## src/rtl/redirect_ctrl_pkg.sv

```systemverilog
// rtl/redirect_ctrl_pkg.sv - shared widths, enable/flush levels, reset data and FSM encodings
package redirect_ctrl_pkg;

    localparam int RV32_ADDR_WIDTH = 32;

    localparam logic JUMP_ENABLE   = 1'b1;
    localparam logic JUMP_DISABLE  = 1'b0;
    localparam logic FLUSH_ENABLE  = 1'b1;
    localparam logic FLUSH_DISABLE = 1'b0;

    localparam logic [RV32_ADDR_WIDTH-1:0] RST_DATA = '0;

    typedef enum logic [1:0] {
        ST_IDLE     = 2'd0,
        ST_REDIRECT = 2'd1,
        ST_DIV_WAIT = 2'd2
    } state_t;

endpackage

```

## src/rtl/dff_rs.sv

```systemverilog
// rtl/dff_rs.sv - resettable D flip-flop with synchronous reset to rst_data
module dff_rs #(
    parameter int WIDTH = 1
) (
    input  logic             clk,
    input  logic             rst,
    input  logic [WIDTH-1:0] rst_data,
    input  logic [WIDTH-1:0] d,
    output logic [WIDTH-1:0] q
);

    always_ff @(posedge clk) begin
        if (rst) begin
            q <= rst_data;
        end else begin
            q <= d;
        end
    end

endmodule

```

## src/rtl/redirect_ctrl.sv

```systemverilog
// rtl/redirect_ctrl.sv - pipeline redirect/stall arbitration FSM (trap > mret > jump, divide wait)
module redirect_ctrl
    import redirect_ctrl_pkg::*;
(
    input  logic                       clk,
    input  logic                       rst,
    input  logic                       ex_jump_en_i,
    input  logic [RV32_ADDR_WIDTH-1:0] ex_jump_addr_i,
    input  logic                       trap_req_i,
    input  logic [RV32_ADDR_WIDTH-1:0] trap_addr_i,
    input  logic                       mret_req_i,
    input  logic [RV32_ADDR_WIDTH-1:0] mret_addr_i,
    input  logic                       div_start_i,
    input  logic                       div_done_i,
    input  logic                       load_use_i,
    output logic                       jump_en_o,
    output logic [RV32_ADDR_WIDTH-1:0] jump_addr_o,
    output logic                       flush_o,
    output logic                       stall_front_o,
    output logic                       stall_ex_o,
    output logic                       bubble_ex_o,
    output logic                       trap_ack_o
);

    state_t                       state, state_next;
    logic                         trap_pend, trap_pend_next;
    logic                         redir, redir_trap;
    logic [RV32_ADDR_WIDTH-1:0]   redir_addr;

    always_ff @(posedge clk) begin
        if (rst) begin
            state     <= ST_IDLE;
            trap_pend <= 1'b0;
        end else begin
            state     <= state_next;
            trap_pend <= trap_pend_next;
        end
    end

    always_comb begin
        state_next     = state;
        trap_pend_next = trap_pend;
        redir          = 1'b0;
        redir_trap     = 1'b0;
        redir_addr     = jump_addr_o;
        stall_front_o  = 1'b0;
        stall_ex_o     = 1'b0;
        bubble_ex_o    = 1'b0;
        if (!rst) begin
            case (state)
                ST_IDLE: begin
                    if (trap_req_i) begin
                        redir      = 1'b1;
                        redir_trap = 1'b1;
                        redir_addr = trap_addr_i;
                    end else if (mret_req_i) begin
                        redir      = 1'b1;
                        redir_addr = mret_addr_i;
                    end else if (ex_jump_en_i) begin
                        redir      = 1'b1;
                        redir_addr = ex_jump_addr_i;
                    end
                    if (redir) begin
                        state_next = ST_REDIRECT;
                    end else if (div_start_i) begin
                        state_next = ST_DIV_WAIT;
                    end else if (load_use_i) begin
                        stall_front_o = 1'b1;
                        bubble_ex_o   = 1'b1;
                    end
                end
                // Wrong-path cycle: every request is dropped, a held trap is seen again in IDLE.
                ST_REDIRECT: state_next = ST_IDLE;
                ST_DIV_WAIT: begin
                    if (div_done_i) begin
                        state_next     = ST_IDLE;
                        trap_pend_next = 1'b0;
                        if (trap_pend) begin
                            redir      = 1'b1;
                            redir_trap = 1'b1;
                            redir_addr = trap_addr_i;
                            state_next = ST_REDIRECT;
                        end
                    end else begin
                        stall_front_o = 1'b1;
                        stall_ex_o    = 1'b1;
                        if (trap_req_i) begin
                            trap_pend_next = 1'b1;
                        end
                    end
                end
                default: state_next = ST_IDLE;
            endcase
        end
    end

    dff_rs #(.WIDTH(1)) u_jump_en (
        .clk      (clk),
        .rst      (rst),
        .rst_data (JUMP_DISABLE),
        .d        (redir ? JUMP_ENABLE : JUMP_DISABLE),
        .q        (jump_en_o)
    );

    dff_rs #(.WIDTH(1)) u_flush (
        .clk      (clk),
        .rst      (rst),
        .rst_data (FLUSH_DISABLE),
        .d        (redir ? FLUSH_ENABLE : FLUSH_DISABLE),
        .q        (flush_o)
    );

    dff_rs #(.WIDTH(1)) u_trap_ack (
        .clk      (clk),
        .rst      (rst),
        .rst_data (1'b0),
        .d        (redir_trap),
        .q        (trap_ack_o)
    );

    // Without a redirect the target register recirculates, so it holds its last value.
    dff_rs #(.WIDTH(RV32_ADDR_WIDTH)) u_jump_addr (
        .clk      (clk),
        .rst      (rst),
        .rst_data (RST_DATA),
        .d        (redir_addr),
        .q        (jump_addr_o)
    );

endmodule

```

## config.mk

```make
export PLATFORM = sky130hd
export DESIGN_NAME = redirect_ctrl
export DESIGN_NICKNAME = d
export VERILOG_FILES = /design/src/rtl/redirect_ctrl_pkg.sv /design/src/rtl/dff_rs.sv /design/src/rtl/redirect_ctrl.sv
export SDC_FILE = /design/constraint.sdc
export NUM_CORES = 1
export LEC_CHECK = 0
export CAP_MARGIN = 40
export CORE_UTILIZATION = 25
export CTS_CLUSTER_DIAMETER = 200
export DETAILED_ROUTE_END_ITERATION = 16
export RECOVER_POWER = 100
export SYNTH_ARGS = -nofsm -noshare
export SYNTH_HDL_FRONTEND = slang
export SYNTH_SLANG_ARGS = --single-unit
```

## constraint.sdc

```tcl
create_clock -name clk -period 1.65 [get_ports clk]
set_clock_uncertainty 0.1 [all_clocks]
set_input_delay 0.33 -clock clk [delete_from_list [all_inputs] [get_ports clk]]
set_output_delay 0.33 -clock clk [all_outputs]
set_load 0.05 [all_outputs]
```

-- Word level (Yosys, flattened, before mapping)
Index checks and enable logic that the tools add are counted.
- flip-flop bits (word level): 37
- input bits: 104
- logic and storage cells: 51
- equal/unequal tests: 5
- muxes and demuxes: 35
- reductions and logical operators: 6
- operators with widths (operator ; number):
    32-bit 2-to-1 mux ; 5
    32-bit case mux with 2 select lines ; 1
    1-bit 2-to-1 mux ; 22
    2-bit 2-to-1 mux ; 3
    1-bit case mux with 2 select lines ; 3
    2-bit inequality test (second input constant) ; 2
    4-bit inequality test (second input constant) ; 1
    2-bit case mux with 2 select lines ; 1
    2-bit AND reduction ; 2
    4-bit AND reduction ; 1
    2-bit nonzero test ; 2
    3-bit by 2-bit inequality test with 1-bit output (second input constant) ; 1
    2-bit equality test (second input constant) ; 1
    2-bit logical NOT ; 1

-- Logic depth before layout (Yosys ltp)
Gate-level depths: netlist (run 1).
- depth in word-level cells: 8
- mapped depth: 6
- mapped depth without buffers: 3

-- Hierarchy
A second synthesis (run 1) with hierarchy kept.
- cell total of the unflattened synthesis: 325
- area, all modules: 3115.5 µm²
- modules (own cells, without submodules) (module ; times used ; cells each ; area each (µm²) ; sequential area each (µm²)):
    redirect_ctrl ; 1 ; 251 ; 1825.5 ; 60.1
    dff_rs at u_jump_addr ; 1 ; 68 ; 1184.9 ; 640.6
    dff_rs at u_flush ... ; 3 ; 2 ; 35.0 ; 20.0

-- Worst setup path after synthesis (run 1)
OpenSTA, ideal clock, no wires.
- path kind: register to output
- start: register state[1]
- end: output stall_front_o
- data arrival time: 2.107 ns
- data required time: 1.220 ns
- slack: -0.887 ns
- cell stages (with the launch flop): 4
- path buffers: 0
- path through: dfxtp_1 > nor4_1 > nand3b_1 > a211oi_1
- longest elaborated chain between the ends: 3
- elaborated cells between the ends (all ways): 4
- ends and longest elaborated chain (what ; line ; RTL):
    start, declared ; redirect_ctrl.sv:25 ; state_t state, state_next;
    start signal, assigned ; redirect_ctrl.sv:35 ; state <= state_next;
    2-bit equality test / 2-bit logical NOT (equally long branches) ; redirect_ctrl.sv:50 ; case (state)
    1-bit case mux with 2 select lines * ; redirect_ctrl.sv:50 ;
    1-bit 2-to-1 mux * ; redirect_ctrl.sv:49 ; if (!rst) begin
    end, declared ; redirect_ctrl.sv:19 ; output logic stall_front_o,
Mark *: on every way between the ends. The rest lies on a longest branch, timed or not.

-- Worst setup path after layout (run 1)
- start: register state[1]
- end: output bubble_ex_o
- longest elaborated chain between the ends: 3
- ends and longest elaborated chain (what ; line ; RTL):
    2-bit logical NOT ; redirect_ctrl.sv:50 ;
    1-bit 2-to-1 mux ; redirect_ctrl.sv:50 ;
    1-bit 2-to-1 mux ; redirect_ctrl.sv:49 ;
    end, declared ; redirect_ctrl.sv:21 ; output logic bubble_ex_o,
No other way between the ends.

==> impl_results.md, run 1 <==
* Critical Path Sink Type: primary output
* Layout cells sized above 1 at between 30% and 40%
* Slowest cell on crit path: dfxtp_2
* CTS tree: yes
* Number of distinct library cells after synthesis at 23
* Startpoint Class: flip-flop
* DRT Pass-1 Iters at 4
* Die W at a little over 90 um
* R2R depth at 5
* Syn nets at approximately 350
* Setup violators final at 36
* Fmax at 513.0 MHz
* Most frequent cells in the layout: 99 x clkdlybuf4s50_1, 36 x dfxtp_1, 34 x inv_1
* Max_slew headroom at between 60 and 70%
* Req. time, crit path at roughly 1.2 ns
* Via count at roughly 2600
* Final hold violation count at 0
* Final core utilization at slightly below 60%
* Run status: finished, violations left
* Area after DPL at 4103 um2
* Row count at 32
* Via/cell ratio at 5.065
* Clock tree buffer depth at 2
* Final Max Tran Viols at 0
* Die Y at 92.65 um
* 1st-iter DRT viols at 38
* Sw power at 1.102 mW
* Die area at 8584 um2
* Vias in the first global route at between 2000 and 3000
* Synth-to-layout area growth at 120.2%
* Post-route minimum period at slightly below 2 ns
* Hold Crit Class: flip-flop to flip-flop
* WHS Endpoint: u_jump_addr.q[25]
* Synth warn at 0
* CTS Buf Count at 5
* Placement Setup Slack at -0.7222 ns
* NumNets Final at between 500 and 600
* Worst hold path stage count at 2
* Violated checks: negative setup slack
* All-Layer GR Usage at between 20% and 30%
* Total power at 3.183 mW
* Critical Path AT at ~1.5 ns
* Routed length per instance at 17.43 um
* CP Cell Sequence: nor4_4 -> nand3b_1 -> buf_4 -> nor3_4 -> buf_12
* Largest net degree at the start of global routing at between 60 and 70
* Gpl congestion at around 0.74
* Worst R2R Start: state[1]
* Terminus of the critical flop-to-flop path: u_jump_addr.q[1]
* Max incr delay on CP at approximately 0.34 ns
* Cell area power density at between 700 and 800 nW/um2
* Clock share of power at around a quarter
* RSZ-0062 raised after global routing: true
* Crit Path Class: flip-flop to primary output
* Syn avg cell area at between 8 and 9 um2
* Core Region at just under 8000 um2
* Comb power frac at roughly two fifths
* Yosys reg bits at 37
* Initial antenna violation count at 0
* HP Start: u_jump_addr.q[25]
* Gate Count Post-Synth at 249
* Final wirelength at 8.783 mm
* Initial Utilization at 26.18%
* R2r setup slk at -0.11 ns
* Antenna Nets Post-Route at 0
* I/O Pins at between 100 and 150
* # DRC at 0
* Sw Ratio at roughly 35%
* Most common cell after layout, fill and taps aside: clkdlybuf4s50_1
* Crit share post-route at 118.1%
* Int Power at approximately 2.1 mW
* Non-filler cells, final at a little over 500
* Maximum VDD drop at 0.3179 mV
* Static Leak at around 1.9 nW
* Global-route wire length before repair at roughly 14 mm
* CTS Sinks at 37
* Max Cap Viol at 0
* Netlist Area Pre-Place at between 2000 and 2500 um2
* Antenna Cells at 0
* Slew at the pin closest to its max-slew limit at around 0.6 ns
* Worst Path Max Fanout at 2
* Flop pwr share at 32.2%
* Setup TNS at -3.892 ns
* Clk_lat worst skew at 0.28 ns
* Sequential area share after synthesis at about 36%
* Clock-pin slew on the worst setup and hold paths at roughly 0.07 ns
* Port bufs at 141
* Post-placement cell count at between 400 and 500
* CTS H-Tree Depth at 2
* Root Buffer: clkbuf_8
* Final Cell Area at 4524 um2
* Hold_ws at ~0.37 ns
* GRT overflow at 0
* Hold-fix buffers, CTS at 0
* Post-DP HPWL at between 5 and 6 mm
* Final worst slack at -0.2992 ns
critical path: cells and delay by family, from the launching register on:
kind | cells | cell delay [ns]
buffers and inverters | 2 | 0.34
AND/OR/NAND/NOR | 3 | 0.55
flip-flops | 1 | 0.34
logic make-up (layout without fill, tap and decap cells):
group                  after synthesis  in the layout  share of synthesized area [%]
AND/OR/NAND/NOR                     43             43                          12.85
AO/OA/AOI/OAI                      103            103                          37.52
flip-flops                          37             37                          36.05
buffers and inverters               66            219                          13.58
layer usage:
metal | routed length (um) | GRT usage (%) | vias up
met3 | 496 | 5.583 | 10
met5 | 0 | 0 | -
met1 | 3548 | 24.60 | 1224
met4 | 120 | 5.513 | 0
met2 | 4618 | 38.27 | 84
li1 | - | - | 1235
cell usage after synthesis:
library cell | n | area, um2
a2111oi_0 | 32 | 280.3
a211oi_1 | 3 | 22.52
a21boi_0 | 1 | 7.510
a21oi_1 | 33 | 165.2
buf_1 | 1 | 3.750
buf_2 | 4 | 20.02
buf_4 | 1 | 7.510
buf_6 | 3 | 33.78
clkbuf_1 | 21 | 78.83
dfxtp_1 | 37 | 740.7
inv_1 | 34 | 127.6
inv_2 | 2 | 7.510
nand2_1 | 1 | 3.750
nand2b_1 | 2 | 12.51
nand3_1 | 1 | 5.000
nand3b_1 | 1 | 7.510
nor2b_1 | 33 | 206.5
nor3_1 | 3 | 15.01
nor4_1 | 1 | 6.260
o21a_1 | 1 | 7.510
o31ai_1 | 1 | 7.510
o32ai_1 | 32 | 280.3
or4_1 | 1 | 7.510
registers in the layout (all words and copies together), names as in the netlist:
register	flops
state	2
u_jump_addr.q	32
u_trap_ack.q	1
u_flush.q	1
trap_pend	1
power groups by stage:
stage	combinational, mW	clock [mW]	sequential (mW)
final	1.32	0.837	1.03
after global routing	1.40	0.902	1.04
after CTS	1.51	0.856	1.07
after detailed placement	1.27	0	1.09
after global placement	1.25	0	1.09
after floorplan	0.295	0	1.34
how the worst max path moves through the flow:
stage                 startpoint                 to  slack (ns)  cells past startpoint
floorplan           ex_jump_en_i      stall_front_o       -0.22                      3
global placement      trap_req_i   u_jump_addr.q[0]       -0.65                      6
detailed placement    trap_req_i  u_jump_addr.q[27]       -0.72                      6
CTS                     state[1]        bubble_ex_o       -0.38                      5
global route            state[1]        bubble_ex_o       -0.42                      5
finish                  state[1]        bubble_ex_o       -0.30                      5
timing repair:
action / CTS / global route
setup endpoints to repair: 38 / 39
cloned: 3 / 0
setup buffers: 6 / 4
pin swaps: 34 / 13
resized for setup: 102 / 19
cell type report:
| cell class | instances | area [um2] |
|---|---|---|
| tap | 102 | 127.6 |
| fill | 712 | 3323 |
| timing repair buffer | 175 | 1774 |
| inverter | 36 | 135.1 |
| clock buffer | 7 | 86.33 |
| multi-input combinational | 146 | 1629 |
| clock inverter | 1 | 30.03 |
| sequential | 37 | 742.0 |
Power figures use the tool's default switching activity.
==> inputs of run 2 (changes only) <==
- CORE_MARGIN: unset -> 2
- SLEW_MARGIN: unset -> 10
==> run 2 against run 1 <==
  * The run still ends with negative setup slack left
  * Sequential share of layout area is 2.3 points higher
  * Final cell count is 1.8% lower
  * Die area is 4.4% higher
  * Maximum frequency is 1.7% lower
  * Global-route usage is 4.0 points lower
  * Critical path type is now input pin to primary output
==> impl_results.md, run 2 (synthesis results as in run 1) <==
* Synth-to-layout area growth at 93.97%
* Crit share post-route at 120.1%
* Final wirelength at 7.732 mm
* Setup TNS at -4.925 ns
* Most frequent cells in the layout: 98 x clkdlybuf4s50_1, 36 x dfxtp_1, 34 x inv_1
* # DRC at 0
* Port bufs at about 140
* Routed length per instance at ~16 um
* FF/Latch Area at 744.5 um2
* Vias in the first global route at 2515
* Final worst slack at -0.3325 ns
* Post-route minimum period at 1.982 ns
* Die Y at between 90 and 100 um
* Clk_lat worst skew at between 0.2 and 0.3 ns
* Slew at the pin closest to its max-slew limit at 0.6108 ns
* Crit Path Class: input pin to primary output
* Slowest cell on crit path: nor4_4
* I/O Pins at 142
* CTS Sinks at 37
* Max_slew headroom at 59.28%
* Gpl congestion at approximately 0.75
* NumNets Final at slightly below 500
* Via count at roughly 2400
* Max Cap Viol at 0
* Largest register FFs at 32
* Core Region at 8093 um2
* CTS Buf Count at 5
* CTS tree: yes
* Final Cell Area at about 4000 um2
* RSZ-0062 raised after global routing: true
* Static Leak at around 1.8 nW
* Global-route wire length before repair at around 12 mm
* Run status: finished, violations left
* Critical Path AT at approximately 1.6 ns
* Initial antenna violation count at 0
* All-Layer GR Usage at roughly 17%
* Final hold violation count at 0
* Maximum VDD drop at a little over 0.3 mV
* Largest reg by FF count: u_jump_addr.q
* Fmax at ~500 MHz
* Hold_ws at ~0.35 ns
* Antenna Cells at 0
* 1st-iter DRT viols at 58
* CTS H-Tree Depth at 2
* CP Cell Sequence: clkdlybuf4s15_2 -> nor4_4 -> nand3b_1 -> buf_4 -> a211oi_4 -> buf_12
* Final Max Tran Viols at 0
* Max incr delay on CP at between 0.3 and 0.4 ns
* Via/cell ratio at 4.939
* Setup violators final at 35
* Req. time, crit path at 1.22 ns
* Startpoint Class: input pin
* Clock tree buffer depth at 2
* Antenna Nets Post-Route at 0
* Biggest regs: u_jump_addr.q: 32 flops, state: 2 flops
* Critical Path Sink Type: primary output
* Die W at approximately 95 um
* Area after DPL at 4074 um2
* Root Buffer: clkbuf_8
* Initial Utilization at approximately 25%
* Row count at 33
* DRT Pass-1 Iters at 4
* Post-DP HPWL at 5.501 mm
* Worst Path Max Fanout at 3
* Cell area power density at 697.0 nW/um2
* Largest net degree at the start of global routing at 65
* Layout cells sized above 1 at 14.62%
* Filler cells at between 700 and 800
* Area of the multi-input gates at about 1200 um2
* Die area at ~9000 um2
* Clock-pin slew on the worst setup and hold paths at 0.07 ns
* Violated checks: negative setup slack
* Hold Crit Class: flip-flop to flip-flop
* GRT overflow at 0
* Most common cell after layout, fill and taps aside: clkdlybuf4s50_1
[run 2: cell count changes in the layout (fill, tap and decap cells not counted), moves of 4 or more]
cell            before  now
o32ai_2             27    5
a2111oi_1            8    3
a2111oi_0            1   27
o32ai_4              5    0
dlymetal6s2s_1      23   29
buf_6                7    2
o32ai_1              0   27
a2111oi_4            4    0
buf_4               21   14
clkbuf_2            11    6
a2111oi_2           19    2
[run 2: repair_timing]
item | in CTS | in global routing
gates cloned | 0 | 0
hold buffers | 0 | 0
resized for setup | 13 | 12
setup buffers | 2 | 0
pin swaps | 5 | 1
endpoints found under the setup margin | 36 | 35
[run 2: worst paths after layout]
check	cells past startpoint	slack, ns	startpoint	endpoint
setup / recovery	6	-0.33	ex_jump_en_i	stall_front_o
hold / removal	2	0.35	u_jump_addr.q[31]	u_jump_addr.q[31]
setup reg to reg	5	-0.19	state[1]	u_jump_addr.q[16]
hold reg to reg	2	0.35	u_jump_addr.q[31]	u_jump_addr.q[31]
[run 2: worst max-delay path: cells and delay by family]
kind,cells,cell delay (ns)
buffers and inverters,3,0.52
and+or+nand+nor,2,0.46
AOI/OAI and AO/OA,1,0.23
[run 2: through the flow]
step                      total power, mW  setup slack [ns]  util, %  std cells
after floorplan                     1.636           -0.2195        -        249
after global placement              2.338           -0.5908    50.34        486
after detailed placement            2.351           -0.6196    50.34        486
after CTS                           3.018           -0.3560    51.89        495
after global routing                2.925           -0.4506    49.24        495
final                               2.778           -0.3325    49.24        495
[run 2: layout make-up]
type	instances	area share, %
repair buffers	164	43.17
multi-input cells	146	29.29
flip-flops and latches	37	18.68
inverters	36	3.391
well taps	105	3.297
clock buffers	7	2.166
[run 2: power breakdown]
part           switching (mW)  leakage (nW)  internal [mW]
Combinational           0.597          1.47          0.507
Clock                   0.322        0.0443          0.332
Sequential             0.0400         0.307          0.980
[run 2: metal layers]
metal / up-vias / part of all wire, % / track usage, %
met2: 80 / 48 / 29.67
met5: - / 0 / 0
li1: 1208 / - / -
met1: 1149 / 43 / 20.53
met4: 0 / 1.2 / 3.744
met3: 8 / 8.0 / 6.145
==> inputs of run 3 (changes only) <==
- PLACE_DENSITY: unset -> 0.69
==> run 3 against run 2 <==
  * The run still ends with negative setup slack left
  * Largest power group unchanged
  * Critical path depth decreased by 1
  * Global-route usage increased by 1.1 points
  * Via count is 3.7% higher
  * Register-to-register slack worse by 0.11 ns
  * Combinational power up 19%
  * Flip-flop and latch count unchanged
  * Clock power is 7.0% lower
  * Utilization grew 5.2 points
  * Non-clock buffer count is 7 higher
  * Die area unchanged
==> impl_results.md, run 3 (synthesis results as in run 1) <==
* Placement Setup Slack at -0.5699 ns
* Clock-pin slew on the worst setup and hold paths at approximately 0.07 ns
* Global-route wire length before repair at 12.85 mm
* Startpoint Class: flip-flop
* Max_slew headroom at 48.86%
* Worst setup path start: state[1]
* Sw Ratio at a little over a third
* Slew at the pin closest to its max-slew limit at about 0.75 ns
* Comb power frac at 44.6%
* R2R depth at 6
* FF/Latch Area at between 700 and 800 um2
* Crit Path Class: flip-flop to primary output
* Port bufs at around 140
* Maximum VDD drop at 0.3328 mV
* Static Leak at between 1.5 and 2 nW
* Largest register FFs at 32
* Die area at between 8000 and 9000 um2
* All-Layer GR Usage at a little under a fifth
* Post-route minimum period at a little under 2 ns
* Hold-fix buffers, CTS at 0
* Crit share post-route at 118.4%
* Via count at 2535
* Terminus of the critical flop-to-flop path: u_jump_addr.q[19]
* Layout cells sized above 1 at 23.87%
* Initial Utilization at approximately 25%
* Setup violators final at 36
* Final Max Tran Viols at 0
* HP Start: div_start_i
* GRT overflow at 0
* Critical Path Sink Type: primary output
* Clk_lat worst skew at ~0.28 ns
* Most frequent cells in the layout: 97 x clkdlybuf4s50_1, 36 x dfxtp_1, 34 x inv_1
* Die W at approximately 95 um
* R2r setup slk at -0.30 ns
* Gpl congestion at between 0.7 and 0.8
* NumNets Final at approximately 500
* Biggest regs: u_jump_addr.q: 32 flops, state: 2 flops
* Synth-to-layout area growth at 114.3%
* Cell area power density at roughly 670 nW/um2
* Run status: finished, violations left
* Violated checks: negative setup slack
* Critical Path AT at ~1.5 ns
* Post-DP HPWL at 5.601 mm
* Antenna Cells at 0
* CTS tree: yes
* Routed length per instance at ~17 um
* Worst Path Max Fanout at 2
* DRT Pass-1 Iters at 4
* Req. time, crit path at 1.22 ns
* Fmax at 511.8 MHz
* Initial antenna violation count at 0
* Worst R2R Start: state[1]
* Final worst slack at -0.3039 ns
* Die Y at roughly 95 um
* I/O Pins at 142
* Most common cell after layout, fill and taps aside: clkdlybuf4s50_1
* Flop pwr share at between 30% and 40%
* Setup TNS at -7.817 ns
* Clock share of power at 20.6%
* Final hold violation count at 0
* Hold Crit Class: input pin to flip-flop
* Core Region at a little over 8000 um2
* Largest reg by FF count: u_jump_addr.q
* CTS H-Tree Depth at 2
* Final wirelength at ~8.5 mm
* Worst setup path end: stall_front_o
* Root Buffer: clkbuf_8
* Antenna Nets Post-Route at 0
* Int Power at 1.908 mW
* 1st-iter DRT viols at 54
* Sw power at just over 1 mW
* RSZ-0062 raised after global routing: true
* Row count at 33
* CTS Sinks at 37
* # DRC at 0
* Vias in the first global route at 2593
* Total power at 2.946 mW
* Max Cap Viol at 0
* Area of the multi-input gates at between 1000 and 1500 um2
* Clock tree buffer depth at 2
* CTS Buf Count at 5
* Filler cells at between 700 and 800
* Largest net degree at the start of global routing at 35
* Via/cell ratio at roughly 5
-- run 3: layout make-up --
| cell class | count | area share (%) |
|---|---|---|
| sequential | 37 | 16.91 |
| multi-input combinational | 146 | 32.85 |
| tap | 105 | 2.984 |
| inverter | 36 | 3.069 |
| timing repair buffer | 171 | 42.37 |
| clock buffer | 8 | 1.819 |
-- run 3: what timing repair did --
item,in CTS,in global routing
endpoints found under the setup margin,36,37
gates cloned,3,0
pin swaps,6,20
buffers inserted,6,1
gates resized for setup,47,27
-- run 3: critical path, cell delays in order (launching register included) --
cell and delay [ns]:
dfxtp_4 0.35, nor4_4 0.15, nand3b_1 0.15, buf_4 0.17, a211oi_4 0.26, buf_12 0.17
-- run 3: how the worst min path moves through the flow --
stage | to | depth (start not counted) | slack (ns)
final | state[1] | 3 | 0.25
after global placement | u_jump_addr.q[27] | 2 | 0.38
after global routing | state[1] | 3 | 0.27
after floorplan | trap_pend | 1 | 0.33
after detailed placement | u_jump_addr.q[6] | 2 | 0.38
after CTS | u_jump_addr.q[27] | 2 | 0.40
-- run 3: metal layers --
metal  GRT usage, %  up-vias  part of all wire, %
met3          4.948        9                  6.7
met1          21.42     1205                   41
li1               -     1228                    -
met2          32.86       93                   51
met4          4.469        0                  1.3
met5              0        -                    0
-- run 3: per-stage QoR --
| step | hold slack, ns | cells | instance area, um2 | util [%] |
|---|---|---|---|---|
| global route | 0.2726 | 503 | 4403 | 54.41 |
| CTS | 0.3994 | 502 | 4538 | 56.08 |
| detailed placement | 0.3845 | 485 | 4066 | 50.25 |
| global placement | 0.3778 | 485 | 4066 | 50.25 |
| finish | 0.2547 | 503 | 4403 | 54.41 |
| floorplan | 0.3266 | 249 | 2150 | - |
-- run 3: power groups by stage --
stage | registers, mW | logic [mW] | clock network [mW]
after floorplan | 1.34 | 0.295 | 0
after global placement | 1.09 | 1.25 | 0
after detailed placement | 1.09 | 1.26 | 0
after CTS | 1.07 | 1.44 | 0.633
after global routing | 1.03 | 1.38 | 0.665
final | 1.02 | 1.31 | 0.608
